File: src/rtl/screen_fetcher.sv
// Video-side VRAM reader: fetches bitmap/attribute bytes per 8-pixel cell and
// shifts out one 256-pixel active line per accepted line_start pulse.
//
// Ports:
//   clk28, rst_n             28 MHz clock, synchronous active-low reset
//   line_start, row          line trigger, row latched on accepted pulse
//   vd                       VRAM read data
//   screen_fetch/addr        VRAM read request and address
//   screen_fetch_up/up_addr  palette read qualifier and index
//   pixel, attr, pixel_valid serialized pixel stream with its cell attribute
//   ink_rgb, paper_rgb       palette colours for the current cell
//   busy                     high while a line is being fetched or drained
//
// Optional feature: define ULAPLUS_FETCH_EN to add the two palette slots.
module screen_fetcher #(
   parameter int CELLS    = 32,
   parameter int SLOT_LEN = 4
) (
   input  logic        clk28,
   input  logic        rst_n,
   input  logic        line_start,
   input  logic [7:0]  row,
   input  logic [7:0]  vd,
   output logic        screen_fetch,
   output logic [14:0] screen_addr,
   output logic        screen_fetch_up,
   output logic [5:0]  screen_up_addr,
   output logic        pixel,
   output logic [7:0]  attr,
   output logic        pixel_valid,
   output logic [7:0]  ink_rgb,
   output logic [7:0]  paper_rgb,
   output logic        busy
);

   typedef enum logic [1:0] {
      IDLE,
      FETCH,
      DRAIN
   } state_e;

`ifdef ULAPLUS_FETCH_EN
   localparam int NSLOT = 4;
`else
   localparam int NSLOT = 2;
`endif

   localparam logic [4:0] LAST_CYC  = 5'd31;
   localparam logic [4:0] LAST_COL  = 5'(CELLS - 1);
   localparam logic [4:0] BMP_END   = 5'(SLOT_LEN);
   localparam logic [4:0] ATR_END   = 5'(2 * SLOT_LEN);
   localparam logic [4:0] FETCH_END = 5'(NSLOT * SLOT_LEN);
   localparam logic [4:0] BMP_CAP   = 5'(SLOT_LEN - 1);
   localparam logic [4:0] ATR_CAP   = 5'(2 * SLOT_LEN - 1);

   state_e      state_q, state_d;
   logic [4:0]  col_q, col_d;
   logic [4:0]  cyc_q, cyc_d;
   logic [7:0]  row_q, row_d;

   logic        fetch_q, fetch_d;
   logic [14:0] addr_q, addr_d;
   logic        busy_q, busy_d;
   logic        pv_q, pv_d;
   logic [7:0]  shift_q, shift_d;
   logic [7:0]  attr_q, attr_d;
   logic [7:0]  bmp_next_q, bmp_next_d;
   logic [7:0]  attr_next_q, attr_next_d;
   logic        load;
   logic        ls_ok;

   // Rows beyond the active area never start a line.
   assign ls_ok = line_start && (row < 8'd192);

   always_ff @(posedge clk28) begin
      if (!rst_n) begin
         state_q <= IDLE;
         col_q   <= '0;
         cyc_q   <= '0;
         row_q   <= '0;
      end else begin
         state_q <= state_d;
         col_q   <= col_d;
         cyc_q   <= cyc_d;
         row_q   <= row_d;
      end
   end

   always_comb begin
      state_d = state_q;
      col_d   = col_q;
      cyc_d   = cyc_q;
      row_d   = row_q;
      if (ls_ok) begin
         state_d = FETCH;
         col_d   = '0;
         cyc_d   = '0;
         row_d   = row;
      end else begin
         unique case (state_q)
            FETCH: begin
               cyc_d = cyc_q + 5'd1;
               if (cyc_q == LAST_CYC) begin
                  if (col_q == LAST_COL) begin
                     state_d = DRAIN;
                     col_d   = '0;
                  end else begin
                     col_d = col_q + 5'd1;
                  end
               end
            end
            DRAIN: begin
               cyc_d = cyc_q + 5'd1;
               if (cyc_q == LAST_CYC) begin
                  state_d = IDLE;
               end
            end
            default: ;
         endcase
      end
   end

   // Registered outputs are computed from the next state so they are
   // aligned with the slot they describe.
   always_comb begin
      fetch_d = (state_d == FETCH) && (cyc_d < FETCH_END);
      addr_d  = addr_q;
      if (state_d == FETCH && cyc_d < BMP_END) begin
         addr_d = {2'b10, row_d[7:6], row_d[2:0], row_d[5:3], col_d};
      end else if (state_d == FETCH && cyc_d < ATR_END) begin
         addr_d = {5'b10110, row_d[7:3], col_d};
      end
      busy_d = (state_d != IDLE);

      // Cell data is presented one cell after its fetch; an abort
      // suppresses the pending load.
      load = !ls_ok && (state_q == FETCH) && (cyc_q == LAST_CYC);

      pv_d = pv_q;
      if (ls_ok) begin
         pv_d = 1'b0;
      end else if (load) begin
         pv_d = 1'b1;
      end else if (state_q == DRAIN && cyc_q == LAST_CYC) begin
         pv_d = 1'b0;
      end

      shift_d = shift_q;
      if (load) begin
         shift_d = bmp_next_q;
      end else if (cyc_q[1:0] == 2'b11) begin
         shift_d = {shift_q[6:0], 1'b0};
      end

      attr_d = load ? attr_next_q : attr_q;

      bmp_next_d  = bmp_next_q;
      attr_next_d = attr_next_q;
      if (state_q == FETCH && cyc_q == BMP_CAP) begin
         bmp_next_d = vd;
      end
      if (state_q == FETCH && cyc_q == ATR_CAP) begin
         attr_next_d = vd;
      end
   end

   always_ff @(posedge clk28) begin
      if (!rst_n) begin
         fetch_q     <= 1'b0;
         addr_q      <= '0;
         busy_q      <= 1'b0;
         pv_q        <= 1'b0;
         shift_q     <= '0;
         attr_q      <= '0;
         bmp_next_q  <= '0;
         attr_next_q <= '0;
      end else begin
         fetch_q     <= fetch_d;
         addr_q      <= addr_d;
         busy_q      <= busy_d;
         pv_q        <= pv_d;
         shift_q     <= shift_d;
         attr_q      <= attr_d;
         bmp_next_q  <= bmp_next_d;
         attr_next_q <= attr_next_d;
      end
   end

   assign screen_fetch = fetch_q;
   assign screen_addr  = addr_q;
   assign busy         = busy_q;
   assign pixel_valid  = pv_q;
   // Stale shift contents after an abort must not leak out.
   assign pixel        = shift_q[7] & pv_q;
   assign attr         = attr_q;

`ifdef ULAPLUS_FETCH_EN
   localparam logic [4:0] INK_END = 5'(3 * SLOT_LEN);
   localparam logic [4:0] UP_END  = 5'(4 * SLOT_LEN);
   localparam logic [4:0] INK_CAP = 5'(3 * SLOT_LEN - 1);
   localparam logic [4:0] PAP_CAP = 5'(4 * SLOT_LEN - 1);

   logic       up_q, up_d;
   logic [5:0] upa_q, upa_d;
   logic [7:0] ink_next_q, ink_next_d;
   logic [7:0] pap_next_q, pap_next_d;
   logic [7:0] ink_q, ink_d;
   logic [7:0] pap_q, pap_d;
   logic [7:0] attr_src;

   always_comb begin
      // Attribute byte lands on the same edge that enters the ink slot.
      attr_src = (state_q == FETCH && cyc_q == ATR_CAP) ? vd : attr_next_q;
      up_d = (state_d == FETCH) && (cyc_d >= ATR_END) && (cyc_d < UP_END);
      upa_d = upa_q;
      if (up_d && cyc_d < INK_END) begin
         upa_d = {attr_src[7:6], 1'b0, attr_src[2:0]};
      end else if (up_d) begin
         upa_d = {attr_src[7:6], 1'b1, attr_src[5:3]};
      end
      ink_next_d = ink_next_q;
      pap_next_d = pap_next_q;
      if (state_q == FETCH && cyc_q == INK_CAP) begin
         ink_next_d = vd;
      end
      if (state_q == FETCH && cyc_q == PAP_CAP) begin
         pap_next_d = vd;
      end
      ink_d = load ? ink_next_q : ink_q;
      pap_d = load ? pap_next_q : pap_q;
   end

   always_ff @(posedge clk28) begin
      if (!rst_n) begin
         up_q       <= 1'b0;
         upa_q      <= '0;
         ink_next_q <= '0;
         pap_next_q <= '0;
         ink_q      <= '0;
         pap_q      <= '0;
      end else begin
         up_q       <= up_d;
         upa_q      <= upa_d;
         ink_next_q <= ink_next_d;
         pap_next_q <= pap_next_d;
         ink_q      <= ink_d;
         pap_q      <= pap_d;
      end
   end

   assign screen_fetch_up = up_q;
   assign screen_up_addr  = upa_q;
   assign ink_rgb         = ink_q;
   assign paper_rgb       = pap_q;
`else
   assign screen_fetch_up = 1'b0;
   assign screen_up_addr  = '0;
   assign ink_rgb         = '0;
   assign paper_rgb       = '0;
`endif

endmodule
File: config.mk
export PLATFORM = sky130hd
export DESIGN_NAME = screen_fetcher
export DESIGN_NICKNAME = d
export VERILOG_FILES = /design/src/rtl/screen_fetcher.sv
export SDC_FILE = /design/constraint.sdc
export NUM_CORES = 1
export LEC_CHECK = 0
export ABC_CLOCK_PERIOD_IN_PS = 3100
export CORE_AREA = 3 3 76 92
export CTS_CLUSTER_DIAMETER = 120
export DETAILED_ROUTE_END_ITERATION = 8
export DIE_AREA = 0 0 79 95
export GPL_TIMING_DRIVEN = 1
export PLACE_DENSITY = 0.78
export SKIP_CTS_REPAIR_TIMING = 1
export SYNTH_ARGS = -nofsm -noshare
export SYNTH_HDL_FRONTEND = slang
export SYNTH_SLANG_ARGS = --single-unit
File: constraint.sdc
create_clock -name clk28 -period 3.1 [get_ports clk28]
set_clock_uncertainty 0.2 [all_clocks]
set_input_delay 0.775 -clock clk28 [delete_from_list [all_inputs] [get_ports clk28]]
set_output_delay 0.775 -clock clk28 [all_outputs]
set_load 0.02 [all_outputs]
### Word level (Yosys, flattened, before mapping)

Index checks and enable logic that the tools add are counted.

* magnitude comparators: 3
* equality and inequality tests: 8
* reductions and logical operators: 15
* bitwise logic cells: 2
* multiplexer cells: 18
* $add $sub $neg: 2

Operators by type and width (number)
* two-way mux 15 bit: 2
* two-way mux 5 bit: 6
* two-way mux 8 bit: 3
* adder 5 x 1 -> 5 bit, second input constant: 2
* equality test 5 bit, second input constant: 2
* logical AND 1 bit: 8
* less-than comparator 8 bit, second input constant: 1
* two-way mux 2 bit: 4
* nonzero test 2 bit: 4
* equality test 5 x 2 -> 1 bit, second input constant: 1
* equality test 5 x 3 -> 1 bit, second input constant: 1
* less-than comparator 5 x 3 -> 1 bit, second input constant: 1
* less-than comparator 5 x 4 -> 1 bit, second input constant: 1
* equality test 2 x 1 -> 1 bit, second input constant: 2
* equality test 2 bit, second input constant: 2
* one-hot mux 2 bit (2 select lines): 1
* OR reduction 2 bit: 2
* two-way mux 1 bit: 2
* bitwise AND 1 bit: 1
* zero test 1 bit: 1
* NOT 1 bit: 1

* output and inout port bits: 50
* word-level logic and storage cells: 60
* register bits: 69

### Depth between registers and ports, before layout

Gate-level depths: netlist of run 1.

* word-level depth: 9
* depth in mapped cells: 9
* mapped depth without buffers: 7

### Worst setup path after synthesis of run 1

OpenSTA, ideal clock, no wires.

* path type: register to register
* start point: register cyc_q[0]
* end point: register addr_q[1] (netlist: screen_addr[1])
* path buffers: 2
* slack: 0.405 ns
* arrival: 2.374 ns
* data required time: 2.779 ns
* library setup time: 0.121 ns
* stages on the path, launching flop included: 10
* cell sequence: dfxtp_1 -> ha_1 -> buf_2 -> and3_1 -> ha_1 -> a21boi_1 -> o311a_1 -> buf_6 -> a31oi_4 -> mux2_2

* word-level cells in the longest chain between the ends: 7
* elaborated cells between the ends (all ways): 19
* classes of those cells: 1 x add/sub; 2 x order compare; 2 x eq/ne; 11 x mux; 3 x reduce/logical

RTL lines
* start: declaration: line 58 `logic [4:0] cyc_q, cyc_d;`
* start signal: assignment: line 84 `cyc_q <= cyc_d;`
* branches (longest 7 deep; another with adder 5 x 1 -> 5 bit)
* end signal: assignment: line 179 `addr_q <= addr_d;`
* end: declaration: line 62 `logic [14:0] addr_q, addr_d;`

Parallel ways; which one is timed is not known. The select of a mux whose other input is x is not followed.
A chain may end at the register's enable or synchronous reset.

### Worst setup path after layout of run 1

* start point: register cyc_q[0]
* end point: register addr_q[7] (netlist: screen_addr[7])

Same word-level chain as after synthesis.

==> impl_metrics.toml, run 1 <==
[outcome]
outcome = "completed"

[placement]
postPlaceCellArea_sq_um = 3500
port-buffer-count = 44
dp_hpwl_um = 4280
gp_congestion = 0.770

[synth]
yosysTopAreaCellShare_pct = 45.1
syn_area_per_cell_sq_um = 9.54
syn_area_sq_um = 3060
synth_flop_cell = "dfxtp_1"
synthCells = 321
ys_types = 53
synth_top_area_cell = "dfxtp_1"
yosysSeqAreaShare_pct = 45.1
ys_top_cells_by_area = "dfxtp_1 45%, mux2i_1 8.2%, buf_4 6.1%"
synthArstFlopShare_pct = 0
ys_warn_count = 0
ys_seq_elements = 69
synth_edf_count = 0

[global_routing]
grt_pass1_wl_um = 10400
grtUsageTotal_pct = 17.5
grt_max_degree = 24
antenna_found_initial = 0
grt_pass1_vias = 2271
gr-total-overflow = 0

[critical_path]
slowest_delay_ns = 0.44
crit_type = "register to register"
rr_worst_depth = 7
path_common_cell = "ha_1"
cp_cell_sequence = "ha_1 > and3_1 > ha_1 > a21boi_1 > o311a_1 > a31oi_4 > mux2_2"
worst_setup_path_start_kind = "register"
slowest_stage = "a31oi_4"
cp.required_ns = 3.13
cp-end-kind = "register"
worstPathArrival_ns = 2.74
cp_max_fo = 10

[routing]
drc_errors = 0
viasPerCell = 5.08
drtIter0Drc = 87
dr.pass1.iters = 4
wl_um = 6220
via_count = 2313
drtAntennaViolNets = 0
wire_per_inst_um = 13.7

[die]
die_w_um = 79
rows = 31
ios = 69
dieArea_sq_um = 7510
die_h_um = 95
core_area_sq_um = 6130
initial_utilization_pct = 50.0

[final_layout]
mostFrequentLayoutCell = "dfxtp_1"
diodes = 0
seq_area_sq_um = 1380
final_cell_mix = "69 x dfxtp_1, 44 x clkdlybuf4s50_1, 40 x nand2_1"
area_growth_pct = 22.3
n_fill_cell = 525
utilization_pct = 61.1
post_route_cells_drive_above_1_share_pct = 11.5
finalInstanceArea_sq_um = 3740
num-nets-final = 394
multi_input_area_sq_um = 1490

[flow_run]
max_cap_violations = 0

[power_and_ir_drop]
p_per_area_nw_per_um2 = 530
ir_drop_v = 0.000406
leakagePower_nw = 1.48
power_mw = 1.98

[sta]
min_period_ns = 2.71
drv_slew = 0
tns_ns = 0
slew_headroom_pct = 50.5
max_clock_freq_mhz = 369
setup_viol = 0
hold_violations = 0
period_share_pct = 87.4
rsz0062_at_grt = "false"
tightest_slew_ns = 0.737

[cts]
clock_latency_ns = 0.34
h-tree-depth = 3
root_buffer = "clkbuf_8"
cts_buffers = 9
clk_pin_slew_ns = 0.07
cts_tree = "yes"
clock_path_buffers = 2
clock_sinks = 69

[min_path]
min_path_type = "register to register"
min_path_cells = 2
==> metrics by stage <==
step / hold WS (ns) / std cells / worst slack, ns
global route: 0.276 / 455 / 0.234
CTS: 0.257 / 455 / 0.399
detailed placement: 0.247 / 439 / 0.372
global placement: 0.242 / 439 / 0.463
floorplan: 0.231 / 344 / 0.405
finish: 0.255 / 455 / 0.389
==> cell usage after synthesis (2+ instances only) <==
cell type	number
buf_4	25
mux2i_1	25
dfxtp_1	69
and2_1	10
a21oi_1	25
o31ai_1	2
and3_1	2
nor2b_1	2
mux2_2	6
a311o_1	2
buf_6	2
clkbuf_1	9
a31o_2	2
inv_1	3
nand3_1	4
o21ai_0	2
ha_1	7
o21a_1	2
a211oi_1	9
nand2b_1	2
nor3_1	2
xor2_1	2
nor2_1	33
buf_2	3
nand2_1	40
a311oi_1	4
==> where the power goes <==
group,leakage [nW],switching (mW),internal [mW]
Combinational,0.806,0.105,0.0730
Clock,0.119,0.337,0.554
Sequential,0.559,0.00996,0.905
Total,1.48,0.452,1.53
==> cells by family after synthesis <==
family,Yosys count,share of synthesized area (%)
fa+ha+maj,7,2.86
xor+xnor,4,1.39
flops,69,45.1
other cells,1,0.122
compound gates,59,14.5
buf+inv,44,9.07
simple gates,105,16.3
mux,32,10.7
==> critical path: cells and delay by family, from the launching register on <==
family	cells	cell delay (ns)
and+or+nand+nor	1	0.18
muxes	1	0.39
DFF	1	0.38
adders and majority gates	2	0.46
AOI/OAI and AO/OA	3	0.99
==> sequential cells by signal, summed over array words and instances (netlist names) <==
signal,count
cyc_q,5
screen_fetch,1
row_q,8
busy,1
bmp_next_q,8
attr_next_q,8
attr,8
state_q,2
col_q,5
pixel_valid,1
screen_addr,14
shift_q,8
==> path summary, 6_finish.rpt <==
path,end,slack (ns),startpoint
max reg2reg,screen_addr[7],0.39,cyc_q[0]
max,screen_addr[7],0.39,cyc_q[0]
min reg2reg,attr[7],0.26,attr[7]
min,attr[7],0.26,attr[7]
==> area by class of cell <==
type,instances,area share (%)
clock inverter,6,2.94
multi-input combinational,231,39.8
sequential,69,36.9
inverter,4,0.401
timing repair buffer,53,13.6
tap,82,2.74
clock buffer,10,3.68
==> per-layer routing <==
metal	vias to the layer above	part of all wire [%]	global-route usage, %
li1	1157	-	-
met1	1078	44	21.8
met2	66	50	28.5
met3	12	4.1	4.48
met4	0	1.9	7.88
met5	-	0	0
No activity file was read; power rests on OpenSTA's default activity.
==> run 2, diff against run 1 <==
--- a/config.mk
+++ b/config.mk
@@ -11,8 +11,11 @@
 export DETAILED_ROUTE_END_ITERATION = 8
 export DIE_AREA = 0 0 79 95
 export GPL_TIMING_DRIVEN = 1
+export HOLD_SLACK_MARGIN = 0.06
+export MAX_ROUTING_LAYER = met4
 export PLACE_DENSITY = 0.78
 export SKIP_CTS_REPAIR_TIMING = 1
 export SYNTH_ARGS = -nofsm -noshare
 export SYNTH_HDL_FRONTEND = slang
 export SYNTH_SLANG_ARGS = --single-unit
+export TNS_END_PERCENT = 5
==> impl_metrics.toml, run 2 (synthesis gave the netlist of run 1 again) <==
[outcome]
outcome = "completed"

[routing]
drtIter0Drc = 102
drc_errors = 0
drtAntennaViolNets = 0
wire_per_inst_um = 13.7
via_count = 2339
dr.pass1.iters = 5
wl_um = 6210
viasPerCell = 5.14

[final_layout]
diodes = 0
final_cell_mix = "69 x dfxtp_1, 44 x clkdlybuf4s50_1, 40 x nand2_1"
largest_register_ffs = 14
area_growth_pct = 22.3
num-nets-final = 394
mostFrequentLayoutCell = "dfxtp_1"
instances_no_fill = 455
post_route_cells_drive_above_1_share_pct = 11.5

[flow_run]
max_cap_violations = 0

[global_routing]
antenna_found_initial = 0
use_met1_pct = 21.9
use_met2_pct = 28.5
gr-total-overflow = 0
grt_pass1_wl_um = 10400
grt_most_used_layer = "met2"
grt_use_met3_pct = 4.48
grt_max_degree = 24
grtUsageTotal_pct = 18.1
grt_pass1_vias = 2271

[critical_path]
cp_cell_sequence = "ha_1 > and3_1 > ha_1 > a21boi_1 > o311a_1 > a31oi_4 > mux2_2"
rrSetupSlack_ns = 0.40
rr_worst_depth = 7
cp-end-kind = "register"
crit_type = "register to register"
cp.required_ns = 3.13
slowest_stage = "a31oi_4"
path_common_cell = "ha_1"
rr_endpoint = "screen_addr[7]"
rr_startpoint = "cyc_q[0]"
worstPathArrival_ns = 2.74
worst_setup_path_start_kind = "register"
slowest_delay_ns = 0.44
cp_max_fo = 10

[power_and_ir_drop]
sw_frac_of_total_pct = 22.9
p_per_area_nw_per_um2 = 530
combPwrFrac_pct = 9.0
power_frac_seq_pct = 46.0
leakagePower_nw = 1.48
p_switching_mw = 0.454
ir_drop_v = 0.000406
power_mw = 1.99
p_int_mw = 1.53
clockPowerShare_pct = 45.0

[min_path]
worstHoldStart = "attr[7]"
min_path_type = "register to register"
hold_end = "attr[7]"
min_path_cells = 2

[die]
dieArea_sq_um = 7510
ios = 69
core_area_sq_um = 6130
initial_utilization_pct = 50.0
die_h_um = 95
die_w_um = 79
rows = 31

[sta]
rsz0062_at_grt = "false"
tightest_slew_ns = 0.745
period_share_pct = 87.2
slew_headroom_pct = 50.0
drv_slew = 0
tns_ns = 0
max_clock_freq_mhz = 370
min_period_ns = 2.70
setup_viol = 0
hold_violations = 0

[cts]
clk_pin_slew_ns = 0.07
cts_buffers = 9
h-tree-depth = 3
clock_sinks = 69
root_buffer = "clkbuf_8"
clock_latency_ns = 0.35
clock_path_buffers = 2
cts_tree = "yes"

[placement]
dp_hpwl_um = 4280
placed_cells = 439
port-buffer-count = 44
gp_congestion = 0.780
[run 2: cell counts in the layout (fill, tap and decap cells not counted)]
No cell type changed its count.
[run 2: cell type report]
| type | count | area, sq um |
|---|---|---|
| tap | 82 | 103 |
| timing repair buffer | 53 | 508 |
| clock buffer | 10 | 138 |
| fill | 525 | 2380 |
| clock inverter | 6 | 110 |
| inverter | 4 | 15.0 |
| multi-input combinational | 231 | 1490 |
| sequential | 69 | 1380 |
[run 2: power groups by stage]
stage / clock network (mW) / logic, mW / registers (mW)
after CTS: 0.905 / 0.178 / 0.915
final: 0.894 / 0.178 / 0.915
after global placement: 0 / 0.174 / 0.934
after global routing: 0.946 / 0.192 / 0.916
after floorplan: 0 / 0.124 / 0.946
after detailed placement: 0 / 0.176 / 0.935
[run 2: worst max-delay path by stage]
stage,start,to,slack (ns),cells after the start
6_report,cyc_q[0],screen_addr[7],0.40,7
2_1_floorplan,cyc_q[0],screen_addr[1],0.40,9
5_1_grt,col_q[0],screen_addr[7],0.23,7
3_5_place_dp,line_start,busy,0.37,5
3_3_place_gp,line_start,busy,0.46,5
4_1_cts,cyc_q[0],screen_addr[2],0.40,7
[run 2: metal layers]
| layer | up-vias | wire length [um] |
|---|---|---|
| met2 | 74 | 3080 |
| met5 | - | 0 |
| met1 | 1086 | 2680 |
| li1 | 1159 | - |
| met3 | 20 | 309 |
| met4 | 0 | 142 |
[run 2: worst max-delay path: cells and delay by family (launching register included)]
family | cells | cell delay, ns
AO/OA/AOI/OAI | 3 | 0.99
multiplexers | 1 | 0.39
AND/OR/NAND/NOR | 1 | 0.18
flip-flops | 1 | 0.37
adder cells (fa/ha/maj) | 2 | 0.45
[run 2: per-stage QoR]
stage	instance area, sq um	setup WS [ns]	utilization (%)	hold slack (ns)
5_1_grt	3740	0.234	61.1	0.276
4_1_cts	3740	0.399	61.1	0.257
3_3_place_gp	3500	0.463	57.1	0.242
3_5_place_dp	3500	0.372	57.1	0.247
6_report	3740	0.398	61.1	0.255
2_1_floorplan	3150	0.405	-	0.231
